`src/rtl/ram_ctrl_pkg.sv`:
```
// Shared constants and state encoding for the 32x4 RAM controller.
package ram_ctrl_pkg;
  localparam int AW    = 5;
  localparam int DW    = 4;
  localparam int DEPTH = 1 << AW;
  localparam logic [DW-1:0] CLEAR_VAL = '0;

  typedef enum logic {
    CLEAR = 1'b0,
    SERVE = 1'b1
  } state_e;
endpackage

```
`src/rtl/rr_arbiter2.sv`:
```
// Two-way round-robin arbiter. gnt[0] = A, gnt[1] = B.
// The pointer resets to B so A wins the first tie.
module rr_arbiter2 (
  input  logic       clk,
  input  logic       rst,
  input  logic [1:0] req,
  input  logic       enable,
  output logic [1:0] gnt
);
  logic last_b_q;  // 1: B was granted last

  // Grant the single requester, or on a tie the one not granted last
  always_comb begin
    gnt = 2'b00;
    if (enable) begin
      if (req == 2'b11) gnt = last_b_q ? 2'b01 : 2'b10;
      else              gnt = req;
    end
  end

  // Pointer moves on every grant
  always_ff @(posedge clk or posedge rst) begin
    if (rst)          last_b_q <= 1'b1;
    else if (|gnt)    last_b_q <= gnt[1];
  end
endmodule

```
`src/rtl/ram32x4_arbiter.sv`:
```
// Shares one registered-input 32x4 RAM between requesters A and B.
// Sweeps the RAM to CLEAR_VAL after reset / clear_req, then serves
// single-word transactions with a fixed one-cycle read return.
module ram32x4_arbiter #(
  parameter int            AW        = ram_ctrl_pkg::AW,
  parameter int            DW        = ram_ctrl_pkg::DW,
  parameter int            DEPTH     = ram_ctrl_pkg::DEPTH,
  parameter logic [DW-1:0] CLEAR_VAL = ram_ctrl_pkg::CLEAR_VAL
) (
  input  logic          clk,
  input  logic          rst,
  input  logic          clear_req,
  output logic          busy,
  input  logic          a_req,
  input  logic          a_we,
  input  logic [AW-1:0] a_addr,
  input  logic [DW-1:0] a_wdata,
  output logic          a_gnt,
  output logic          a_rvalid,
  output logic [DW-1:0] a_rdata,
  input  logic          b_req,
  input  logic          b_we,
  input  logic [AW-1:0] b_addr,
  input  logic [DW-1:0] b_wdata,
  output logic          b_gnt,
  output logic          b_rvalid,
  output logic [DW-1:0] b_rdata,
  output logic [AW-1:0] ram_addr,
  output logic [DW-1:0] ram_din,
  output logic          ram_we,
  input  logic [DW-1:0] ram_dout
);
  import ram_ctrl_pkg::*;

  localparam logic [AW-1:0] LAST = AW'(DEPTH - 1);

  typedef struct packed {
    logic          we;
    logic [AW-1:0] addr;
    logic [DW-1:0] data;
  } ram_req_t;

  state_e        state_q, state_n;
  logic [AW-1:0] cnt_q, cnt_n;
  logic [AW-1:0] hold_addr_q;
  logic [DW-1:0] hold_din_q;
  logic [1:0]    gnt;
  logic          arb_en;
  logic          a_rv_q, b_rv_q;
  ram_req_t      a_r, b_r;

  assign a_r = '{we: a_we, addr: a_addr, data: a_wdata};
  assign b_r = '{we: b_we, addr: b_addr, data: b_wdata};

  // A pending clear pre-empts any same-cycle request
  assign arb_en = (state_q == SERVE) && !clear_req;

  rr_arbiter2 u_arb (
    .clk    (clk),
    .rst    (rst),
    .req    ({b_req, a_req}),
    .enable (arb_en),
    .gnt    (gnt)
  );

  assign a_gnt = gnt[0];
  assign b_gnt = gnt[1];
  assign busy  = (state_q == CLEAR);

  // Next state, clear counter and RAM port mux; idle cycles hold addr/din
  always_comb begin
    state_n  = state_q;
    cnt_n    = cnt_q;
    ram_we   = 1'b0;
    ram_addr = hold_addr_q;
    ram_din  = hold_din_q;
    case (state_q)
      CLEAR: begin
        ram_we   = 1'b1;
        ram_addr = cnt_q;
        ram_din  = CLEAR_VAL;
        cnt_n    = cnt_q + AW'(1);
        if (cnt_q == LAST) begin
          state_n = SERVE;
          cnt_n   = '0;
        end
      end
      SERVE: begin
        if (clear_req) begin
          state_n = CLEAR;
          cnt_n   = '0;
        end else if (gnt[0]) begin
          ram_we   = a_r.we;
          ram_addr = a_r.addr;
          ram_din  = a_r.data;
        end else if (gnt[1]) begin
          ram_we   = b_r.we;
          ram_addr = b_r.addr;
          ram_din  = b_r.data;
        end
      end
      default: state_n = CLEAR;
    endcase
    // Keep the RAM quiet while reset is held
    if (rst) begin
      ram_we   = 1'b0;
      ram_addr = '0;
      ram_din  = '0;
    end
  end

  // State, counter and held RAM address/data registers
  always_ff @(posedge clk or posedge rst) begin
    if (rst) begin
      state_q     <= CLEAR;
      cnt_q       <= '0;
      hold_addr_q <= '0;
      hold_din_q  <= '0;
    end else begin
      state_q     <= state_n;
      cnt_q       <= cnt_n;
      hold_addr_q <= ram_addr;
      hold_din_q  <= ram_din;
    end
  end

  // Read return valid: one cycle after a granted read
  always_ff @(posedge clk or posedge rst) begin
    if (rst) begin
      a_rv_q <= 1'b0;
      b_rv_q <= 1'b0;
    end else begin
      a_rv_q <= gnt[0] && !a_we;
      b_rv_q <= gnt[1] && !b_we;
    end
  end

  assign a_rvalid = a_rv_q;
  assign b_rvalid = b_rv_q;
  assign a_rdata  = a_rv_q ? ram_dout : '0;
  assign b_rdata  = b_rv_q ? ram_dout : '0;
endmodule

```
`config.mk`:
```
export PLATFORM = sky130hd
export DESIGN_NAME = ram32x4_arbiter
export DESIGN_NICKNAME = d
export VERILOG_FILES = /design/src/rtl/ram_ctrl_pkg.sv /design/src/rtl/rr_arbiter2.sv /design/src/rtl/ram32x4_arbiter.sv
export SDC_FILE = /design/constraint.sdc
export NUM_CORES = 1
export LEC_CHECK = 0
export ABC_AREA = 0
export BUFFER_PORTS_ARGS = -buffer_cell sky130_fd_sc_hd__buf_2
export CELL_PAD_IN_SITES_DETAIL_PLACEMENT = 1
export CELL_PAD_IN_SITES_GLOBAL_PLACEMENT = 2
export CORE_MARGIN = 1.5
export CORE_UTILIZATION = 27
export CTS_CLUSTER_DIAMETER = 30
export DETAILED_ROUTE_END_ITERATION = 12
export GPL_TIMING_DRIVEN = 0
export PLACE_DENSITY = 0.82
export SYNTH_ARGS = -nofsm -noshare
export SYNTH_HDL_FRONTEND = slang
export SYNTH_SLANG_ARGS = --single-unit
```
`constraint.sdc`:
```
create_clock -name clk -period 3.1 [get_ports clk]
set_input_delay 0.93 -clock clk [delete_from_list [all_inputs] [get_ports clk]]
set_output_delay 0.93 -clock clk [all_outputs]
set_load 0.005 [all_outputs]
```
==> impl_results.md, run 1 <==
- Critical Path RT: 2170 ps
- Cell taking the most area after synthesis: dfrtp_1
- #FFs+latches synth: 18
- Xor and xnor area share after synthesis: 0.0148
- Min-delay worst type: flip-flop to flip-flop
- Die H: 69.2 um
- Clock latency on the worst-skew pair: 250 ps
- Drt first pass iters: 4
- Fin area: 0.00155 mm2
- Main combinational cell family by area after synthesis: compound AO/OA/AOI/OAI gates
- Asr flop ratio synth: 1.00
- R2r endpoint: hold_addr_q[4]
- TritonCTS clock tree: yes
- Relative slew margins: 0.726
- Distinct cell type count after synthesis: 40
- RSZ-0062 raised after global routing: no
- Initial antenna violation count: 0
- WP data arrival: 2080 ps
- Routed Antenna Nets: 0
- Post-synth top area share: 0.359
- Post-DP Area: 0.00150 mm2
- Post-synthesis mux area share: 0
- # rows: 23
- Layout cells sized above 1: 0.447
- Synth area leaders: dfrtp_1, a221oi_2, a221oi_1
- Die area: 0.00479 mm2
- DRT iter0 DRCs: 40
- Finished Layout Cells: 220
- Adder-cell share of the synthesized area: 0.0211
- Nets: 202
- Reg2reg start: u_arb.last_b_q
- Post-Synthesis Cell Area: 0.00118 mm2
- I/O pin cnt: 52
- Gr ovfl total: 0
- Min-delay src: u_arb.last_b_q
- Min Tclk post-route: 3010 ps
- Syn avg cell area: 10.2 um2
- Largest net degree at the start of global routing: 26
- EDFF count, synth: 0
- Hold path endpoint: u_arb.last_b_q
- Hold-critical path depth: 2
- Met3 WL post-DR: 215 um
- Status: completed
- Critical path capture point type: output pin
- Post-synthesis compound-gate area fraction: 0.309
- Commonest non-fill, non-tap cell in the layout: buf_2
- Period utilisation layout: 0.972
- Worst setup path class: input pin to output pin
- Buffers on Ports: 51
- Peak supply drop: 246 uV
- Pwr dens: 583 mW/mm2
- Sequential area share after synthesis: 0.382
- CTS Hold Bufs: 0
- CTS HTree Levels: 1
- Synth Warn #: 0
- Dpl cells: 217
- Top layer in use: met4
- Total track usage: 0.163
- Clock-pin slew on the worst setup and hold paths: 70 ps
- Final setup violation count: 0
- Core ar.: 0.00412 mm2
- DR vias: 1141
- Tightest Pin Transition: 410 ps
- Setup Buffers After CTS: 0
- Vias in the first global route: 1242
- Most common flop cell mapped by yosys: dfrtp_1
- Global-route wire length before repair: 6380 um
- Routability cong.: 0.748
- Max-slew violations: 0
- Final hold violations: 0
- Syn_nets: 147
- Drt via density: 5.19
- Fin Clk Skew: 3.43 ps
- Commonest cells after routing, fill and taps aside: buf_2, dfrtp_1, inv_1, o21ai_0, and2_1
- Clock sink count: 18
- Worst setup SP type: input pin
- Fmax: 332 MHz
- DRC errors left: 0
- Number of diodes: 0
- WL met2: 1840 um
- Area grow syn2layout: 31.2%
- Detailed placement HPWL: 2890 um
- Crit-path max FO: 10
- Simple-gate area share of the yosys netlist: 0.189
- Leakage: 0.803 nW
- Clk Tree Root Cell: clkbuf_8
- Cts bufs inserted: 3
- Met1 wire length: 1700 um
- FF-to-FF setup slack: 1660 ps
- Longest Clk Path Bufs: 2
- R2R cell count: 3
- Routed length per instance: 17.1 um
- Total wire length: 3770 um
- Max Cap Viol: 0
- Die W: 69.2 um
- Initial core utilization: 0.288
- Mapped Cells: 116
## sequential cells by signal (all words and copies together), names as in the netlist
| name | cells |
|---|---|
| hold_addr_q | 5 |
| cnt_q | 5 |
| state_q | 1 |
| b_rvalid | 1 |
| hold_din_q | 4 |
| a_rvalid | 1 |
| u_arb.last_b_q | 1 |
## worst max-delay path, cell delays in order
cell and delay, ps:
buf_2 130, buf_4 180, and2b_4 180, o311ai_0 310, a22oi_1 190, buf_2 160
## synth_stat cells (2+ instances only)
library cell / number
o311ai_0: 2
a221oi_2: 5
buf_6: 2
and2_1: 9
and4b_1: 2
a22o_1: 3
dfrtp_1: 17
a221oi_1: 7
nor2_1: 2
nand2_1: 4
a21oi_1: 2
nand2b_1: 3
o21ai_0: 11
a22oi_1: 3
o221ai_1: 5
buf_2: 3
o221a_1: 2
ha_1: 2
inv_1: 11
## how the worst max path moves through the flow
| stage | from | endpoint | slack, ps | cells past startpoint |
|---|---|---|---|---|
| final | b_req | ram_din[2] | 90 | 6 |
| after detailed placement | rst | ram_din[3] | -300 | 5 |
| after floorplan | rst | ram_din[2] | 350 | 3 |
| after global routing | rst | ram_din[2] | 4 | 5 |
| after CTS | clear_req | ram_addr[4] | 50 | 5 |
| after global placement | rst | ram_din[3] | -300 | 5 |
## logic make-up after synthesis
logic type | count (synthesis)
compound gates | 43
simple gates | 31
buf+inv | 20
flops | 18
xor+xnor | 2
fa+ha+maj | 2
## stage by stage
step	TNS, ps	power [mW]	hold slack, ps	setup WS, ps	util
after detailed placement	-1390	0.743	524	-299	0.365
after CTS	0	0.914	537	50.5	0.376
after floorplan	0	0.613	485	351	-
after global placement	-1200	0.718	505	-300	0.365
final	0	0.905	545	87.5	0.377
after global routing	0	0.981	593	4.02	0.377
## final cells by class
| type | instances | area, um2 |
|---|---|---|
| clock buffer | 4 | 45.0 |
| buffer | 6 | 45.0 |
| fill | 499 | 2560 |
| multi-input combinational | 78 | 641 |
| tap | 50 | 62.6 |
| inverter | 13 | 52.6 |
| timing repair buffer | 51 | 255 |
| sequential | 18 | 452 |
## power by group
| part | total, mW | switching (mW) | internal, mW |
|---|---|---|---|
| registers | 0.373 | 0.0625 | 0.310 |
| clock network | 0.167 | 0.0763 | 0.0911 |
| logic | 0.364 | 0.189 | 0.175 |
| total | 0.905 | 0.328 | 0.577 |
## what timing repair did
action	CTS	global route
endpoints found under the setup margin	7	4
pin swaps	0	0
cloned	0	0
resized for setup	1	2
## layer usage
metal,vias to the layer above,global-route usage
met3,2,0.0378
met5,-,0
met1,551,0.209
met2,41,0.278
li1,547,-
met4,0,0.0392
Power figures use the tool's default switching activity.
==> run 2, diff against run 1 <==
GPL_TIMING_DRIVEN = unset   (was 0)
RECOVER_POWER = 50   (was unset)
==> run 2 against run 1 <==
Non-clock buffer count grew 6. Clock-buffer cell count is the same. Global-route usage rose by 0.64 points. Critical path type unchanged.
==> impl_results.md, run 2 (synthesized netlist as in run 1, its figures left out) <==
- Core ar.: 0.00412 mm2
- Initial core utilization: 0.288
- Crit-path max FO: 8
- Dpl cells: 222
- Period utilisation layout: 0.974
- # rows: 23
- Clock sink count: 18
- R2R cell count: 3
- Tightest Pin Transition: 442 ps
- DR vias: 1197
- Buffers on Ports: 51
- Layout cells sized above 1: 0.426
- Total track usage: 0.169
- Slowest CP cell: or2_0
- I/O pin cnt: 52
- CTS Hold Bufs: 0
- Relative slew margins: 0.705
- Clk Tree Root Cell: clkbuf_8
- Min Tclk post-route: 3020 ps
- Fill count: 499
- Area grow syn2layout: 34.2%
- Most used cell, CP: buf_2
- Routability cong.: 0.787
- Initial antenna violation count: 0
- Final TNS setup: 0 ps
- Routed length per instance: 17.2 um
- Post-CTS sizing: 0
- Drt first pass iters: 4
- TritonCTS clock tree: yes
- Clock latency on the worst-skew pair: 260 ps
- Setup ws final: 81.6 ps
- Routed Antenna Nets: 0
- Vias in the first global route: 1330
- WP data arrival: 2090 ps
- Finished Layout Cells: 226
- Nets: 208
- Peak supply drop: 258 uV
- Critical path capture point type: output pin
- Status: completed
- Total wire length: 3880 um
- CP cell instances: buf_2 > and2_1 > or2_0 > o221a_1 > buf_2
- FF-to-FF setup slack: 1570 ps
- DRC errors left: 0
- Fmax: 331 MHz
- Largest net degree at the start of global routing: 19
- Max-slew violations: 0
- CP max stage delay: 330 ps
- Die H: 69.2 um
- Longest Clk Path Bufs: 2
- Top Registers: cnt_q (5), hold_addr_q (5), hold_din_q (4)
- Global-route wire length before repair: 6580 um
- Gr ovfl total: 0
- Min-delay src: u_arb.last_b_q
- Cts bufs inserted: 3
- CTS HTree Levels: 1
- Commonest cells after routing, fill and taps aside: buf_2, dfrtp_1, inv_1, o21ai_0
- Pwr dens: 588 mW/mm2
- Worst slack at placement: 102 ps
- Hold-critical path depth: 2
- R2r endpoint: hold_din_q[0]
- Hold path endpoint: u_arb.last_b_q
- Worst setup path class: input pin to output pin
- Reg2reg start: u_arb.last_b_q
- Number of diodes: 0
- Final hold violations: 0
- Min-delay worst type: flip-flop to flip-flop
- Setup Buffers After CTS: 0
- Die area: 0.00479 mm2
- Critical Path Start: a_req
- Critical Path RT: 2170 ps
- Max Cap Viol: 0
- Commonest non-fill, non-tap cell in the layout: buf_2
- Final setup violation count: 0
- Leakage: 0.818 nW
- RSZ-0062 raised after global routing: no
- Clock-pin slew on the worst setup and hold paths: 70 ps
- Die W: 69.2 um
- Worst setup SP type: input pin
- DRT iter0 DRCs: 44
- Detailed placement HPWL: 3050 um
- Drt via density: 5.30
- Fin Clk Skew: 1.75 ps
## run 2: cell types whose count changed in the layout (fill, tap and decap cells not counted), sizes merged
cell    previous run  this run
buf               57        60
clkbuf             4         7
## run 2: worst max-delay path, delay by kind of cell
kind	cells	cell delay, ps
AOI/OAI and AO/OA	1	300
buffers and inverters	2	260
and+or+nand+nor	2	600
## run 2: stage by stage
stage	util	hold WS, ps	area [um2]	total power, mW
floorplan	-	485	1180	0.613
finish	0.386	533	1590	0.934
detailed placement	0.378	526	1560	0.743
global route	0.386	566	1590	1.01
global placement	0.378	498	1560	0.726
CTS	0.391	536	1610	0.954
## run 2: cell type report
| class | count | area [um2] | share of cell area |
|---|---|---|---|
| inverter | 13 | 51.3 | 0.0323 |
| sequential | 18 | 452 | 0.284 |
| clock buffer | 4 | 55.1 | 0.0346 |
| timing repair buffer | 63 | 349 | 0.220 |
| multi-input combinational | 78 | 619 | 0.390 |
| tap | 50 | 62.6 | 0.0394 |
## run 2: layer usage
layer | vias up | share of wire | global-route usage
met2 | 43 | 0.49 | 0.295
met1 | 589 | 0.44 | 0.209
li1 | 561 | - | -
met3 | 4 | 0.063 | 0.0494
met5 | - | 0 | 0
met4 | 0 | 0.0085 | 0.0305
## run 2: report_power, final
group          total (mW)  internal (mW)  switching [mW]
logic               0.357          0.179           0.178
clock network       0.200          0.113          0.0869
registers           0.377          0.310          0.0668
total               0.934          0.602           0.331
## run 2: how the worst max path moves through the flow
stage | endpoint | cells after the start
floorplan | ram_din[2] | 3
global placement | ram_addr[4] | 6
detailed placement | ram_din[0] | 5
CTS | ram_din[0] | 5
global route | ram_din[0] | 5
finish | ram_din[0] | 5
